--- src/rtl/fp_pkg.sv ---
// ============================================================================
// Module   : fp_pkg
// Brief    : Shared FP32 field widths, bias, operand struct and FSM encoding
//            for the floating-point accumulator.
// Revision : 1.0 - initial release
// ============================================================================
`default_nettype none

package fp_pkg;

    localparam int EXP_W   = 8;
    localparam int FRAC_W  = 23;
    localparam int MANT_W  = FRAC_W + 1;
    localparam int ALN_W   = MANT_W + 1;
    localparam int SUM_W   = ALN_W + 1;
    localparam int LZC_W   = 5;
    localparam int EXPS_W  = 10;
    localparam int FP_BIAS = 127;

    typedef struct packed {
        logic              sign;
        logic [EXP_W-1:0]  exp;
        logic [FRAC_W-1:0] frac;
    } fp32_t;

    typedef enum logic [2:0] {
        IDLE  = 3'd0,
        ALIGN = 3'd1,
        ADD   = 3'd2,
        NORM  = 3'd3,
        OUT   = 3'd4
    } state_e;

    // Exponent field 0 is exact zero, so its hidden bit and fraction vanish.
    function automatic logic [MANT_W-1:0] hidden_mant(input logic [EXP_W-1:0]  e,
                                                      input logic [FRAC_W-1:0] f);
        return (e == '0) ? '0 : {1'b1, f};
    endfunction

endpackage

`default_nettype wire

--- src/rtl/fp_lzc.sv ---
// ============================================================================
// Module   : fp_lzc
// Brief    : Combinational 24-bit leading-zero counter (all-zero input -> 24).
// Revision : 1.0 - initial release
// ============================================================================
`default_nettype none

module fp_lzc
    import fp_pkg::*;
(
    input  logic [MANT_W-1:0] data_i,
    output logic [LZC_W-1:0]  count_o
);

    // Scanning upward lets the highest set bit write last.
    always_comb begin
        count_o = LZC_W'(MANT_W);
        for (int i = 0; i < MANT_W; i++) begin
            if (data_i[i]) begin
                count_o = LZC_W'(MANT_W - 1 - i);
            end
        end
    end

endmodule

`default_nettype wire

--- src/rtl/fp_acc.sv ---
// ============================================================================
// Module   : fp_acc
// Brief    : Multi-cycle FP32 accumulator (ALIGN/ADD/NORM) with valid/ready
//            streaming; optional exponent saturation via FP_ACC_SAT_EN.
// Revision : 1.0 - initial release
// ============================================================================
`default_nettype none

module fp_acc
    import fp_pkg::*;
#(
    parameter int BIAS = FP_BIAS
) (
    input  logic        clk,
    input  logic        rst,
    input  logic        in_valid,
    output logic        in_ready,
    input  logic [31:0] in_data,
    input  logic        in_last,
    output logic        out_valid,
    input  logic        out_ready,
    output logic [31:0] out_data,
    output logic [15:0] out_count
);

    localparam logic signed [EXPS_W-1:0] BIAS_S = EXPS_W'(BIAS);
`ifdef FP_ACC_SAT_EN
    localparam logic signed [EXPS_W-1:0] EXP_MAX_S = EXPS_W'(2 * BIAS + 1);
`endif

    state_e              state_q, state_d;
    fp32_t               acc_q, acc_d;
    logic [15:0]         count_q, count_d;
    fp32_t               op_q;
    logic                last_q;

    logic [ALN_W-1:0]    big_mant_q, small_mant_q;
    logic [EXP_W-1:0]    big_exp_q;
    logic                big_sign_q;
    logic                sub_q;
    logic                bypass_q;
    logic [SUM_W-1:0]    sum_q;

    logic                w_accept;
    logic                w_swap;
    fp32_t               w_big, w_small;
    logic [EXP_W-1:0]    w_diff;
    logic [ALN_W-1:0]    w_small_al;
    logic [SUM_W-1:0]    w_sum;

    logic [LZC_W-1:0]    w_lzc;
    logic [ALN_W-1:0]    w_norm;
    logic [ALN_W-1:0]    w_round;
    logic [FRAC_W-1:0]   w_frac;
    logic signed [EXPS_W-1:0] w_exp_unb, w_exp_norm, w_exp_fin, w_exp_biased;
    fp32_t               w_result;
`ifndef FP_ACC_SAT_EN
    logic                w_exp_hi_unused;
`endif

    assign w_accept = in_valid && (state_q == IDLE);

    // ---------------- FSM: state register ----------------
    always_ff @(posedge clk) begin
        if (rst) begin
            state_q <= IDLE;
        end else begin
            state_q <= state_d;
        end
    end

    // ---------------- FSM: next state ----------------
    always_comb begin
        state_d = state_q;
        unique case (state_q)
            IDLE:    if (in_valid)  state_d = ALIGN;
            ALIGN:                  state_d = ADD;
            ADD:                    state_d = NORM;
            NORM:                   state_d = last_q ? OUT : IDLE;
            OUT:     if (out_ready) state_d = IDLE;
            default:                state_d = IDLE;
        endcase
    end

    // ---------------- FSM: outputs ----------------
    always_comb begin
        in_ready  = (state_q == IDLE);
        out_valid = (state_q == OUT);
    end

    assign out_data  = acc_q;
    assign out_count = count_q;

    // ---------------- ALIGN: order by magnitude, shift the smaller ----------------
    always_comb begin
        w_swap     = {op_q.exp,  hidden_mant(op_q.exp,  op_q.frac)} >
                     {acc_q.exp, hidden_mant(acc_q.exp, acc_q.frac)};
        w_big      = w_swap ? op_q  : acc_q;
        w_small    = w_swap ? acc_q : op_q;
        w_diff     = w_big.exp - w_small.exp;
        w_small_al = (w_diff > EXP_W'(MANT_W)) ? '0 :
                     ({hidden_mant(w_small.exp, w_small.frac), 1'b0} >> w_diff);
    end

    // ---------------- ADD: magnitudes already ordered, no underflow ----------------
    always_comb begin
        if (sub_q) begin
            w_sum = {1'b0, big_mant_q} - {1'b0, small_mant_q};
        end else begin
            w_sum = {1'b0, big_mant_q} + {1'b0, small_mant_q};
        end
    end

    // ---------------- NORM ----------------
    fp_lzc u_lzc (
        .data_i  (sum_q[ALN_W-1:1]),
        .count_o (w_lzc)
    );

    always_comb begin
        w_exp_unb = $signed({{(EXPS_W-EXP_W){1'b0}}, big_exp_q}) - BIAS_S;
        if (sum_q[SUM_W-1]) begin
            w_norm     = sum_q[SUM_W-1:1];
            w_exp_norm = w_exp_unb + 10'sd1;
        end else begin
            w_norm     = sum_q[ALN_W-1:0] << w_lzc;
            w_exp_norm = w_exp_unb - $signed({{(EXPS_W-LZC_W){1'b0}}, w_lzc});
        end
        // Half-up on the single guard bit; an all-ones mantissa carries out.
        w_round      = {1'b0, w_norm[ALN_W-1:1]} + {{(ALN_W-1){1'b0}}, w_norm[0]};
        w_frac       = w_round[MANT_W] ? w_round[MANT_W-1:1] : w_round[FRAC_W-1:0];
        w_exp_fin    = w_round[MANT_W] ? (w_exp_norm + 10'sd1) : w_exp_norm;
        w_exp_biased = w_exp_fin + BIAS_S;
`ifdef FP_ACC_SAT_EN
        if (w_exp_biased >= EXP_MAX_S) begin
            w_result = '{sign: big_sign_q, exp: EXP_W'(2 * BIAS), frac: '1};
        end else if (w_exp_biased <= 10'sd0) begin
            w_result = '0;
        end else begin
            w_result = '{sign: big_sign_q, exp: w_exp_biased[EXP_W-1:0], frac: w_frac};
        end
`else
        w_exp_hi_unused = |w_exp_biased[EXPS_W-1:EXP_W];
        w_result        = '{sign: big_sign_q, exp: w_exp_biased[EXP_W-1:0], frac: w_frac};
`endif
        if (sum_q == '0) begin
            w_result = '0;
        end
    end

    // ---------------- accumulator / count next state ----------------
    always_comb begin
        acc_d   = acc_q;
        count_d = count_q;
        if (w_accept) begin
            count_d = count_q + 16'd1;
        end
        if ((state_q == NORM) && !bypass_q) begin
            acc_d = w_result;
        end
        if ((state_q == OUT) && out_ready) begin
            acc_d   = '0;
            count_d = '0;
        end
    end

    always_ff @(posedge clk) begin
        if (rst) begin
            acc_q        <= '0;
            count_q      <= '0;
            op_q         <= '0;
            last_q       <= 1'b0;
            big_mant_q   <= '0;
            small_mant_q <= '0;
            big_exp_q    <= '0;
            big_sign_q   <= 1'b0;
            sub_q        <= 1'b0;
            bypass_q     <= 1'b0;
            sum_q        <= '0;
        end else begin
            acc_q   <= acc_d;
            count_q <= count_d;
            if (w_accept) begin
                op_q   <= in_data;
                last_q <= in_last;
            end
            if (state_q == ALIGN) begin
                big_mant_q   <= {hidden_mant(w_big.exp, w_big.frac), 1'b0};
                small_mant_q <= w_small_al;
                big_exp_q    <= w_big.exp;
                big_sign_q   <= w_big.sign;
                sub_q        <= w_big.sign ^ w_small.sign;
                // A zero operand must leave the accumulator bit-identical.
                bypass_q     <= (op_q.exp == '0);
            end
            if (state_q == ADD) begin
                sum_q <= w_sum;
            end
        end
    end

endmodule

`default_nettype wire

--- config.mk ---
export PLATFORM = sky130hd
export DESIGN_NAME = fp_acc
export DESIGN_NICKNAME = d
export VERILOG_FILES = /design/src/rtl/fp_pkg.sv /design/src/rtl/fp_lzc.sv /design/src/rtl/fp_acc.sv
export SDC_FILE = /design/constraint.sdc
export NUM_CORES = 1
export LEC_CHECK = 0
export ABC_CLOCK_PERIOD_IN_PS = 7100
export BUFFER_PORTS_ARGS = -buffer_cell sky130_fd_sc_hd__buf_2
export CAP_MARGIN = 20
export CORE_AREA = 2 2 171 173
export CTS_BUF_LIST = sky130_fd_sc_hd__clkbuf_2 sky130_fd_sc_hd__clkbuf_4 sky130_fd_sc_hd__clkbuf_8
export DETAILED_ROUTE_END_ITERATION = 16
export DIE_AREA = 0 0 173 175
export HOLD_SLACK_MARGIN = 0.02
export PLACE_DENSITY = 0.72
export SLEW_MARGIN = 15
export SYNTH_ARGS = -nofsm -noshare
export SYNTH_HDL_FRONTEND = slang
export SYNTH_SLANG_ARGS = --single-unit
--- constraint.sdc ---
create_clock -name clk -period 7.1 [get_ports clk]
set_input_delay 0.71 -clock clk [delete_from_list [all_inputs] [get_ports clk]]
set_output_delay 0.71 -clock clk [all_outputs]
set_load 0.01 [all_outputs]
## Yosys cells after proc, flatten, opt, wreduce, memory -nomap -nowiden

Index checks and enable logic that the tools add are counted.

- Input port bits: 37
- Register bits after elaboration: 170
- Output and inout bits: 50

- Multiplexer cells: 41
- Equality and inequality tests: 6
- Bitwise gates (word level): 1
- Shift-type cells: 2
- $add $sub $neg: 10
- Reduce and logical (&&, ||, !) cells: 12
- Order comparisons: 2

Operators with widths:

| kind | number |
|---|---|
| 24-bit 2-to-1 mux | 4 |
| 32-bit 2-to-1 mux | 3 |
| 5-bit 2-to-1 mux | 16 |
| 25-bit 2-to-1 mux | 2 |
| 32-bit > comparator | 1 |
| 8-bit zero test | 4 |
| 4-bit 2-to-1 mux | 8 |
| 25-bit by 25-bit adder with 26-bit output | 1 |
| 26-bit zero test | 1 |
| 26-bit 2-to-1 mux | 1 |
| 25-bit by 25-bit subtractor with 26-bit output | 1 |
| 24-bit by 1-bit adder with 25-bit output | 1 |
| 25-bit by 5-bit left shift with 25-bit output | 1 |
| 25-bit by 8-bit >> shifter with 25-bit output | 1 |
| 23-bit 2-to-1 mux | 1 |
| 16-bit by 1-bit adder with 16-bit output, second input constant | 1 |
| 8-bit by 2-bit adder with 8-bit output, second input constant | 2 |
| 8-bit 2-to-1 mux | 2 |
| 3-bit case mux with 5 select lines | 1 |
| 3-bit 2-to-1 mux | 3 |
| 8-bit adder, second input constant | 1 |
| 8-bit by 5-bit > comparator with 1-bit output, second input constant | 1 |
| 8-bit by 6-bit subtractor with 8-bit output | 1 |
| 8-bit by 7-bit subtractor with 8-bit output, second input constant | 1 |
| 12 further kinds | 15 |

## Logic depth before layout (Yosys ltp)

- Word-level depth: 30
- Gate-level depth with buffers: 27

## Modules after synthesis

A second synthesis with hierarchy kept.

- Cells, all modules: 1959
- Area, all modules: 14958.1 um2

Modules (own cells, without submodules):

| module | instances | area an instance (um2) | cells each |
|---|---|---|---|
| fp_acc | 1 | 14692.8 | 1911 |
| fp_lzc | 1 | 265.3 | 48 |

## Worst setup path after synthesis

OpenSTA, ideal clock, no wires.

- Path type: reg2reg
- From: register acc_q, in the netlist out_data[23]
- To: register small_mant_q[1]
- Cell stages (with the launch flop): 24
- Path slack: 1.586 ns
- Buffers on the path: 4
- Data required time: 6.968 ns
- Data arrival time: 5.382 ns
- Cell sequence: dfxtp_1 -> inv_1 -> ha_1 -> clkbuf_1 -> nand3_1 -> or4_1 -> or3_1 -> inv_1 -> o21ai_1 -> a21oi_1 -> clkbuf_1 -> clkbuf_1 -> o21a_1 -> ha_1 -> o21ai_0 -> a211oi_1 -> a2111oi_0 -> a31o_2 -> a211oi_1 -> nor3_1 -> and3b_1 -> clkbuf_1 -> a22oi_1 -> a21oi_1

- Cells in the longest elaborated chain, start to end: 8

Ends and longest elaborated chain:

| element | line | source |
|---|---|---|
| start: declaration | fp_acc.sv:32 | `fp32_t acc_q, acc_d;` |
| start signal: assignment | fp_acc.sv:169 | `acc_q <= '0;` |
| start signal: assignment | fp_acc.sv:181 | `acc_q <= acc_d;` |
| parallel branches: the longest is 7 deep, another holds 32-bit > comparator | -- |  |
| 25-bit 2-to-1 mux * | fp_acc.sv:101 | `w_small_al = (w_diff > EXP_W'(MANT_W)) ? '0 :` |
| end signal: assignment | fp_acc.sv:189 | `small_mant_q <= w_small_al;` |
| end: declaration | fp_acc.sv:37 | `logic [ALN_W-1:0] big_mant_q, small_mant_q;` |

Every way passes the cells marked *.
A chain may end at the register's enable or synchronous reset.

## Worst setup path in the final report

- From: register sum_q[24]
- To: register acc_q, in the netlist out_data[27]

- Cells in the longest elaborated chain, start to end: 7

Ends and longest elaborated chain:

| element | line | source |
|---|---|---|
| start: declaration | fp_acc.sv:42 | `logic [SUM_W-1:0] sum_q;` |
| start signal: assignment | fp_acc.sv:197 | `sum_q <= w_sum;` |
| 5-bit 2-to-1 mux | fp_lzc.sv:19 | `if (data_i[i]) begin` |
| 25-bit by 5-bit left shift with 25-bit output or 8-bit by 6-bit subtractor with 8-bit output (tied branches) | fp_acc.sv:126, fp_acc.sv:127 |  |
| 25-bit 2-to-1 mux or 8-bit 2-to-1 mux (tied branches) | fp_acc.sv:122 | `if (sum_q[SUM_W-1]) begin` |
| 24-bit by 1-bit adder with 25-bit output or 8-bit by 2-bit adder with 8-bit output (tied branches) | fp_acc.sv:130, fp_acc.sv:132 |  |
| 8-bit 2-to-1 mux | fp_acc.sv:132 | `w_exp_fin = w_round[MANT_W] ? (w_exp_norm + 10'sd1) : w_exp_norm;` |
| 8-bit adder | fp_acc.sv:133 | `w_exp_biased = w_exp_fin + BIAS_S;` |
| 32-bit 2-to-1 mux * | fp_acc.sv:146 | `if (sum_q == '0) begin` |

Every way passes the cells marked *; elsewhere a longest branch is shown, timed or not.

==> flow_summary.toml <==
[pwr]
p_sw_share_pct = 47.1
p_switching_mw = 1.96
p_leak_nw = 6.36
ir_worst_vdd_uv = 166
powerDensity_nw_per_um2 = 265
power_mw = 4.16
power_frac_clock_pct = 19.1
pwr-share-comb_pct = 55.4
seq_power_share_pct = 25.6
p_int_mw = 2.20

[global_route]
track_usage_pct = 33.2
antenna_found_initial = 0
grt_pass1_wl_mm = 79.5
grt-ovfl-total = 0
grt_max_degree = 79
grt_pass1_vias = 14300

[yosys]
netlist_area_um2 = 14600
ys_warn_count = 0
synth_flop_cell = "dfxtp_1"
syn_avg_cell_area_um2 = 7.33
synth_cell_types = 82
synth_edf_count = 0
synth-seq-cells = 170
yosysSeqAreaShare_pct = 23.3
synthCells = 1991
async_flop_share_pct = 0
synth_fp_nets = 2126

[critical_path]
cpMostUsedCell = "nor2_1"
cp-endpoint = "out_data[27]"
critPathLaunchType = "flip-flop"
crit_arrival_ns = 6.78
max_stage_delay_ns = 0.72
reg2reg_to = "out_data[27]"
crit_path_end_kind = "flip-flop"
slowest_stage = "or4_1"
path_class = "flip-flop to flip-flop"
rr_worst_depth = 19
crit_chain = "nor2b_1 > or3_1 > nor2_1 > a211oi_4 > inv_2 > mux2i_1 > a221oi_1 > a32oi_1 > nor2_1 > nand4b_1 > or4_1 > nor2_1 > xnor2_1 > ha_1 > nor2_1 > a21oi_1 > o31a_1 > xnor2_1 > o21ai_0"
path_max_fanout = 28
rr_startpoint = "sum_q[24]"
regToRegSetupSlack_ns = 0.74
setup.worst_path.start = "sum_q[24]"
crit_required_ns = 7.52

[cells_and_area]
mostFrequentLayoutCells = "nand2_1, nor2_1, a21oi_1"
final_common_cell = "nand2_1"
fin_util_pct = 55.4
drive_gt1_share_pct = 10.1
area_growth_syn_to_layout_pct = 7.69
final_nets = 2133
final_area_um2 = 15700
antenna_cells = 0
num-fill-cells = 2775

[placement]
place_hpwl_mm = 39.3
dpl_cell_area_um2 = 15300
numPortBuffers = 86
gp_congestion = 0.990

[clock_tree]
cts_max_path_buffers = 2
cts_resized = 0
hold_buffers = 0
cts_root_buf = "clkbuf_8"
post-cts-setup-buffers = 0
cts_tree = "built"
numCtsBuffers = 17
clock_latency_ns = 0.50
clk_pin_slew_ns = 0.11
clock-sinks = 170
htree_levels = 4

[die]
start_util_pct = 51.4
num_rows = 62
io_pins = 87
die_w_um = 173
dieArea_um2 = 30300
die_h_um = 175
core_um2 = 28400

[sta]
holdWs_ns = 0.433
setup-tns-final_ns = 0
max_slew.worst_pin.slew_ns = 1.03
fin_crit_ns = 6.36
hold_viol_final = 0
grt_setup_unrepaired = "false"
skew_ns = 0.0231
slew_headroom_pct = 30.9
max_freq_mhz = 157
setup_violations = 0
finalCritPeriodShare_pct = 89.6
slew_violations = 0

[routing]
via_count = 15300
firstDrtPassIters = 7
drtIter0Drc = 1650
finalWirelength_mm = 51.7
routedWlPerCell_um = 21.6
postRouteAntennaNets = 0
drc = 0
routed_via_density = 6.37

[job]
drv_cap = 0

[run_status]
status = "finished, final reports clean"

[min_path]
min_path_type = "input pin to flip-flop"
layout make-up:
type                    count  area, µm²  share of cell area [%]
clock inverters            14        200                    1.27
repair buffers            117        666                    4.23
multi-input cells        1604      10400                    66.1
flip-flops and latches    170       3400                    21.6
well taps                 384        480                    3.06
inverters                  88        330                    2.10
clock buffers              18        248                    1.58
registers in the layout, summed over array words and instances, names as in the netlist, 3 cells and up:
name          cells
big_exp_q         8
big_mant_q       24
op_q             32
out_count        16
out_data         32
small_mant_q     25
state_q           3
sum_q            26
cells by family after synthesis:
kind of cell / synth area share (%)
AO/OA/AOI/OAI: 23.6
buffers and inverters: 5.80
flip-flops: 23.3
AND/OR/NAND/NOR: 23.7
adder cells (fa/ha/maj): 8.55
multiplexers: 10.1
XOR/XNOR: 4.92
synth_stat cells (8+ instances only):
library cell	instances	area, µm²
nor4_1	14	87.6
o31ai_1	8	60.1
dfxtp_1	170	3400
ha_1	95	1190
nor3b_1	8	60.1
or3_1	21	131
mux2i_1	123	1230
xnor2_1	58	508
nor2_1	231	867
nand3_1	33	165
o21bai_1	10	75.1
a21oi_1	178	891
a21o_1	15	113
and2_1	34	213
nor3_1	54	270
o21a_1	12	90.1
a31oi_1	19	119
inv_1	85	319
nand2b_1	14	87.6
clkbuf_1	103	387
o211ai_1	15	113
o22ai_1	13	81.3
a221oi_1	10	87.6
or2_2	8	50.1
mux2_2	22	248
nand2_1	257	965
nand4_1	11	68.8
o21ai_0	76	380
nor2b_1	21	131
buf_1	12	45.0
a211oi_1	42	315
or4_1	8	60.1
xor2_1	24	210
buf_2	11	55.1
a22oi_1	47	353
and3_1	11	68.8
power groups by stage:
stage | Sequential, mW | Clock [mW] | Combinational [mW]
after floorplan | 1.05 | 0 | 1.68
after global placement | 1.08 | 0 | 2.23
after detailed placement | 1.08 | 0 | 2.22
after CTS | 1.06 | 0.797 | 2.24
after global routing | 1.07 | 0.834 | 2.48
final | 1.06 | 0.794 | 2.30
worst max-delay path, delay by kind of cell (launching register included):
family / cells / cell delay (ns)
compound gates: 6 / 1.41
flops: 1 / 0.71
xor+xnor: 2 / 0.29
simple gates: 8 / 2.71
mux: 1 / 0.33
fa+ha+maj: 1 / 0.26
buf+inv: 1 / 0.53
worst min path at each step:
stage,to,slack [ns],start,depth (start not counted)
after floorplan,last_q,0.44,last_q,2
after global placement,last_q,0.46,last_q,2
after detailed placement,last_q,0.47,last_q,2
after CTS,op_q[11],0.43,in_data[11],3
after global routing,op_q[28],0.44,in_data[28],3
final,op_q[11],0.43,in_data[11],3
through the flow:
| stage | std cells | setup slack [ns] |
|---|---|---|
| 2_1_floorplan | 1991 | 1.59 |
| 3_3_place_gp | 2363 | 0.910 |
| 3_5_place_dp | 2363 | 0.963 |
| 4_1_cts | 2395 | 0.894 |
| 5_1_grt | 2395 | 0.170 |
| 6_report | 2395 | 0.735 |
per-layer routing:
| metal | up-vias | global-route usage (%) | wire (µm) | part of all wire, % |
|---|---|---|---|---|
| met2 | 769 | 53.0 | 22900 | 44 |
| met1 | 7227 | 44.9 | 22100 | 43 |
| met3 | 154 | 4.18 | 4340 | 8.4 |
| met4 | 0 | 14.8 | 2340 | 4.5 |
| met5 | - | 0 | 0 | 0 |
| li1 | 7113 | - | - | - |
No activity file was read; power rests on OpenSTA's default activity.
